[src/rtl/uart_pkg.sv]
// uart_pkg: UART constants and arbiter state encoding shared by the transmit path
package uart_pkg;
    localparam int UART_DATA_W  = 8;
    localparam int CLK_FREQ     = 50_000_000;
    localparam int BAUD         = 115200;
    localparam int CLKS_PER_BIT = CLK_FREQ / BAUD;
    typedef enum logic [1:0] {IDLE, LOAD, WAIT_TX, HOLD} arb_state_t;
endpackage

[src/rtl/uart_tx_arbiter.sv]
// uart_tx_arbiter: round-robin, packet-locking arbiter sharing one UART transmitter
//   clk, rst                      : clock, synchronous active-high reset
//   req_valid, req_last, req_data : per-requester byte offer (byte i at [8i+7:8i])
//   req_ready                     : one-hot one-cycle accept strobe
//   tx_start, tx_data, tx_done    : transmitter handshake
//   grant_id, busy, lock_abort    : current owner, not-idle flag, hold-timeout pulse
module uart_tx_arbiter
    import uart_pkg::*;
#(
    parameter int NUM_REQ      = 2,
    parameter int HOLD_TIMEOUT = 50000
) (
    input  logic                             clk,
    input  logic                             rst,
    input  logic [NUM_REQ-1:0]               req_valid,
    input  logic [NUM_REQ-1:0]               req_last,
    input  logic [NUM_REQ*UART_DATA_W-1:0]   req_data,
    output logic [NUM_REQ-1:0]               req_ready,
    output logic                             tx_start,
    output logic [UART_DATA_W-1:0]           tx_data,
    input  logic                             tx_done,
    output logic [$clog2(NUM_REQ)-1:0]       grant_id,
    output logic                             busy,
    output logic                             lock_abort
);
    localparam int GW = $clog2(NUM_REQ);
    localparam int CW = (HOLD_TIMEOUT > 1) ? $clog2(HOLD_TIMEOUT) : 1;
    localparam logic [CW-1:0] HOLD_MAX = CW'(HOLD_TIMEOUT - 1);

    arb_state_t state_q, state_d;
    logic [GW-1:0] grant_q, grant_d, rr_q, rr_d;
    logic [CW-1:0] cnt_q, cnt_d;
    logic [UART_DATA_W-1:0] tx_data_q, tx_data_d;
    logic [NUM_REQ-1:0] req_ready_q, req_ready_d;
    logic last_q, last_d, tx_start_q, tx_start_d, lock_abort_q, lock_abort_d;

    function automatic logic [GW-1:0] wrap_inc(input logic [GW-1:0] i);
        return (int'(i) == NUM_REQ - 1) ? '0 : i + GW'(1);
    endfunction

    // First valid requester scanning upward from ptr, wrapping at NUM_REQ
    function automatic logic [GW-1:0] rr_pick(input logic [NUM_REQ-1:0] v, input logic [GW-1:0] ptr);
        logic [GW-1:0] idx, win;
        logic found;
        idx = ptr;
        win = ptr;
        found = 1'b0;
        for (int k = 0; k < NUM_REQ; k++) begin
            if (!found && v[idx]) begin
                win = idx;
                found = 1'b1;
            end
            idx = wrap_inc(idx);
        end
        return win;
    endfunction

    always_comb begin
        state_d      = state_q;
        grant_d      = grant_q;
        rr_d         = rr_q;
        last_d       = last_q;
        cnt_d        = '0;
        tx_data_d    = tx_data_q;
        tx_start_d   = 1'b0;
        req_ready_d  = '0;
        lock_abort_d = 1'b0;
        unique case (state_q)
            IDLE: begin
                if (|req_valid) begin
                    grant_d = rr_pick(req_valid, rr_q);
                    state_d = LOAD;
                end
            end
            LOAD: begin
                tx_start_d  = 1'b1;
                tx_data_d   = req_data[int'(grant_q) * UART_DATA_W +: UART_DATA_W];
                req_ready_d = req_valid & (NUM_REQ'(1) << grant_q);
                last_d      = req_last[grant_q];
                state_d     = WAIT_TX;
            end
            WAIT_TX: begin
                if (tx_done) begin
                    state_d = last_q ? IDLE : HOLD;
                    rr_d    = last_q ? wrap_inc(grant_q) : rr_q;
                end
            end
            HOLD: begin
                if (req_valid[grant_q]) begin
                    state_d = LOAD;
                end else if (cnt_q == HOLD_MAX) begin
                    lock_abort_d = 1'b1;
                    rr_d         = wrap_inc(grant_q);
                    state_d      = IDLE;
                end else begin
                    cnt_d = cnt_q + CW'(1);
                end
            end
            default: state_d = IDLE;
        endcase
    end

    always_ff @(posedge clk) begin
        if (rst) begin
            state_q      <= IDLE;
            grant_q      <= '0;
            rr_q         <= '0;
            last_q       <= 1'b0;
            cnt_q        <= '0;
            tx_data_q    <= '0;
            tx_start_q   <= 1'b0;
            req_ready_q  <= '0;
            lock_abort_q <= 1'b0;
        end else begin
            state_q      <= state_d;
            grant_q      <= grant_d;
            rr_q         <= rr_d;
            last_q       <= last_d;
            cnt_q        <= cnt_d;
            tx_data_q    <= tx_data_d;
            tx_start_q   <= tx_start_d;
            req_ready_q  <= req_ready_d;
            lock_abort_q <= lock_abort_d;
        end
    end

    assign req_ready  = req_ready_q;
    assign tx_start   = tx_start_q;
    assign tx_data    = tx_data_q;
    assign grant_id   = grant_q;
    assign busy       = state_q != IDLE;
    assign lock_abort = lock_abort_q;
endmodule

[config.mk]
export PLATFORM = sky130hd
export DESIGN_NAME = uart_tx_arbiter
export DESIGN_NICKNAME = d
export VERILOG_FILES = /design/src/rtl/uart_pkg.sv /design/src/rtl/uart_tx_arbiter.sv
export SDC_FILE = /design/constraint.sdc
export NUM_CORES = 1
export LEC_CHECK = 0
export CAP_MARGIN = 15
export CORE_UTILIZATION = 45
export CTS_BUF_LIST = sky130_fd_sc_hd__clkbuf_2 sky130_fd_sc_hd__clkbuf_4 sky130_fd_sc_hd__clkbuf_8
export DETAILED_ROUTE_END_ITERATION = 10
export PLACE_DENSITY = 0.88
export SLEW_MARGIN = 10
export SYNTH_ARGS = -nofsm -noshare
export SYNTH_HDL_FRONTEND = slang
export SYNTH_SLANG_ARGS = --single-unit
export TNS_END_PERCENT = 1
[constraint.sdc]
create_clock -name clk -period 1.8 [get_ports clk]
set_clock_uncertainty 0.15 [all_clocks]
set_input_delay 0.18 -clock clk [delete_from_list [all_inputs] [get_ports clk]]
set_output_delay 0.18 -clock clk [all_outputs]
set_load 0.005 [all_outputs]
Word level (Yosys, flattened, before mapping)
Index checks and enable logic that the tools add are counted.
Widths: inputs -> output; s select.
Storage, ports and cells
  bits of input ports: 23
  memory bits (writable): 0
  flip-flop bits (word level): 33
  bits in read-only memories: 0
  logic and storage cells: 69
  bits in latches: 0
  memories kept: 0
Cells by class
  shift operators: 2
  muxes and demuxes: 27
  add/sub/neg operators: 3
  reduce and logical (&&, ||, !) cells: 12
  divide/modulo/power cells: 0
  equal/unequal tests: 10
  $lt $le $gt $ge: 3
  bitwise gates (word level): 3
  multipliers: 0
Operators with widths (count)
  $mux 1: 20
  $add 16x1->16 const B: 1
  $eq 16x16->1 const B: 1
  $shiftx 16x5->8: 1
  $mux 2: 5
  $ne 2x2->1 const B: 5
  $pmux 2 s4: 1
  $lt 1x2->1 const B: 3
  $reduce_and 5->1: 1
  $eq 2x2->1 const B: 2
  $reduce_bool 2->1: 2
  $reduce_or 2->1: 2
  $reduce_or 4->1: 1
  $ne 3x3->1 const B: 1
  $reduce_and 3->1: 1
  $reduce_or 3->1: 1
  $add 1x1->1 const B: 2
  $and 2x2->2: 1
  $eq 2x1->1 const B: 1
  $logic_not 2->1: 1
  $not 1->1: 2
  $pmux 1 s2: 1
  $reduce_and 2->1: 1
  $shl 1x1->2 const A: 1
  2 further kinds: 2

Depth between registers and ports, before layout
  depth after elaboration: 8
  depth in mapped cells: 7
  mapped depth without buffers: 5

Worst setup path after synthesis
No wires, ideal clock.
  path kind: register to register
  start: register grant_q (netlist: grant_id)
  end: register cnt_q[12]
  slack: -120 ps
  arrival: 1706 ps
  setup time: 64 ps
  stages on the path, launching flop included: 8
  required time: 1586 ps
  clock period less this slack: 1920 ps
  cell sequence: dfxtp_1 > buf_6 > mux2_4 > or2_4 > or3b_1 > buf_6 > buf_6 > nor2_1
Between the ends
  cells in the longest elaborated chain, start to end: 3
RTL lines
  from (decl): line uart_tx_arbiter.sv:31  | logic [GW-1:0] grant_q, grant_d, rr_q, rr_d;
  from (signal assigned): line uart_tx_arbiter.sv:116  | grant_q <= grant_d;
  $mux 1 (not written as such) (2 in a row): line uart_tx_arbiter.sv:89  | if (req_valid[grant_q]) begin
  $reduce_or 4->1 (no line)
  to (signal assigned): line uart_tx_arbiter.sv:119  | cnt_q <= cnt_d;
  to (decl): line uart_tx_arbiter.sv:32  | logic [CW-1:0] cnt_q, cnt_d;
Every way passes these cells. The select of a mux whose other input is x is not followed.
A chain may end at the register's enable or synchronous reset.

Final worst setup path
  start: register grant_q (netlist: grant_id)
  end: register cnt_q[0]
Same word-level chain as after synthesis.

==> impl_metrics.tcl <==
set metrics [dict create \
    drive_above_1_share_pct 21.88 \
    grt_pass1_wl_mm 5.237 \
    powerDensity_nw_per_um2 745.8 \
    cts_tree "built" \
    htree_levels 2 \
    dp.cells 259 \
    cts_buffer_depth 2 \
    synth.distinct_cells 35 \
    crit_path_top_delay_cell "or3b_1" \
    yosys_warnings 0 \
    cp-end-kind "flop" \
    grt_setup_unrepaired "yes" \
    drtIter0Drc 79 \
    syn_nets 190 \
    num_rows 20 \
    insertion_delay_ps 350 \
    setup_tns_ps 0 \
    path_cells "mux2_4, or2_4, or3b_1, buf_6, nor2_1" \
    routedWlPerCell_um 12.77 \
    max_freq_ghz 0.5603 \
    dp_hpwl_mm 2.320 \
    p_comb_share_pct 22.8 \
    ctsHoldBuffers 0 \
    pwr-share-seq_pct 50.7 \
    synthArstFlopShare_pct 0 \
    ys_ff_latch 33 \
    synth_area_um2 1490 \
    grt_start_max_net_pins 19 \
    maxCapViolations 0 \
    syn_area_per_cell_um2 8.977 \
    grt_pass1_vias 1225 \
    path_max_fanout 16 \
    path_class "flop to flop" \
    hp-class "input pin to flop" \
    synth-main-ff-cell "dfxtp_1" \
    fp.dieW_um 59.55 \
    outcome "complete, no violations" \
    clock-root-buffer "clkbuf_4" \
    final_antenna_net_count 0 \
    arrival_ps 1910 \
    synth-edff-count 0 \
    layoutNonFillerInstCount 268 \
    dieArea_um2 3546 \
    avgViaCountPerCell 5.235 \
    areaGrowthSynthToFinish_pct 43.83 \
    routed_wl_mm 3.422 \
    power_switching_mw 0.4375 \
    overflow 0 \
    synth_cells 166 \
    gp_congestion 0.8443 \
    vdd_ir_drop_max_v 0.0004674 \
    num_vias 1403 \
    core_area_um2 3103 \
    finalCritPeriodShare_pct 99.16 \
    portBuffers 36 \
    clockPowerShare_pct 26.5 \
    slew_headroom_pct 77.85 \
    p_int_mw 1.161 \
    start_kind "flop" \
    setup_viol 0 \
    ios 37 \
    layout.nets 247 \
    track_usage_pct 20.06 \
    antenna_cells 0 \
    drv_slew 0 \
    min_period_ps 1785 \
    fp.dieH_um 59.55 \
    max_stage_delay_ps 380 \
    crit_required_ps 1920 \
    p_leak_nw 0.7318 \
    hold_viol_final 0 \
    ys_seq_area_share_pct 44.33 \
    clkSlewWorstSetupHoldPaths_ps 100 \
    drc_errors 0 \
    cts_sinks 33 \
    p_sw_share_pct 27.37 \
    start_util_pct 48.02 \
    worst_slew_pin_slew_ps 329.3 \
    numCtsBuffers 5 \
    drtPass1Iterations 4 \
    antenna_found_initial 0 \
]
-- synth_stat cells, types with 4 or more instances --
library cell  count  share of area (%)
clkbuf_1          6                1.5
nand4_1           4                1.7
nor2_1           32                8.1
dfxtp_1          33                 44
a211oi_1         10                5.0
mux2i_1           9                6.0
xnor2_1           9                5.3
o21ai_0           4                1.3
nand3_1           6                2.0
inv_1             5                1.3
nor3_1            4                1.3
nand2_1           9                2.3
-- stage by stage --
| step | power, mW | setup WS, ps | utilization [%] | hold WS [ps] | cell area, um^2 |
|---|---|---|---|---|---|
| floorplan | 0.9946 | -78.79 | - | 182.5 | 1491 |
| global placement | 1.175 | -191.8 | 64.96 | 303.6 | 2016 |
| detailed placement | 1.185 | -232.9 | 64.96 | 342.5 | 2016 |
| CTS | 1.603 | 1.618 | 67.10 | 302.1 | 2082 |
| global route | 1.682 | -36.46 | 69.07 | 323.3 | 2143 |
| finish | 1.598 | 15.15 | 69.07 | 307.2 | 2143 |
-- logic make-up after synthesis --
logic type | share of synthesized area (%)
DFF | 44.33
muxes | 7.053
buffers and inverters | 5.038
and+or+nand+nor | 25.27
xor gates and xnor gates | 7.054
adders and majority gates | 0.8395
AOI/OAI and AO/OA | 10.41
-- power groups by stage --
stage          logic (mW)  clock network, mW  registers [mW]
2_1_floorplan       0.161                  0           0.833
3_3_place_gp        0.353                  0           0.822
3_5_place_dp        0.360                  0           0.824
4_1_cts             0.367              0.426           0.810
5_1_grt             0.402              0.464           0.815
6_report            0.365              0.424           0.810
-- metal layers --
layer	vias up	part of all wire, %	track usage, %
met4	0	1.8	8.306
li1	696	-	-
met3	5	4.7	6.332
met1	655	43	23.80
met5	-	0	0
met2	47	51	33.39
-- critical path: cells and delay by family (launching register included) --
family | cells | cell delay (ps)
simple gates | 3 | 710
buf+inv | 1 | 170
mux | 1 | 310
flops | 1 | 360
-- sequential cells by signal, indices dropped and copies added, names as in the netlist --
register,flops
req_ready,2
cnt_q,16
state_q,2
tx_data,8
last_q,1
rr_q,1
grant_id,1
tx_start,1
lock_abort,1
-- path summary, 6_finish.rpt --
| check | cells past startpoint | from | endpoint | slack [ps] |
|---|---|---|---|---|
| worst max-delay path | 5 | grant_id$_SDFFE_PP0P_ | cnt_q[0]$_SDFF_PP0_ | 20 |
| worst min-delay path | 3 | req_data[5] | tx_data[5]$_SDFFE_PP0P_ | 310 |
| worst max register to register | 5 | grant_id$_SDFFE_PP0P_ | cnt_q[0]$_SDFF_PP0_ | 20 |
| worst min register to register | 1 | cnt_q[0]$_SDFF_PP0_ | cnt_q[0]$_SDFF_PP0_ | 310 |
-- cell usage in the layout, fill, tap and decap left out, drive strengths merged, types with 3 or more instances in the layout --
cell type      count
nand2              9
clkbuf             6
nand3              7
nor3               4
inv                5
a211oi            10
nand4              4
dfxtp             33
o21ai              4
mux2i              9
nor2              32
xor2               3
buf               23
clkdlybuf4s50     35
xnor2              9
nor4               3
-- area by class of cell --
type / instances / area, um^2
Multi-Input combinational cell: 119 / 800.8
Fill cell: 248 / 959.7
Inverter: 5 / 18.77
Timing Repair Buffer: 59 / 543.0
Sequential cell: 33 / 670.6
Clock buffer: 6 / 45.04
Tap cell: 44 / 55.05
Clock inverter: 2 / 10.01
-- what timing repair did --
| action | 4_1_cts | 5_1_grt |
|---|---|---|
| pin swaps | 0 | 1 |
| setup endpoints to repair | 3 | 11 |
| resized for setup | 4 | 14 |
| setup buffers | 0 | 1 |
No activity file was read; power rests on OpenSTA's default activity.
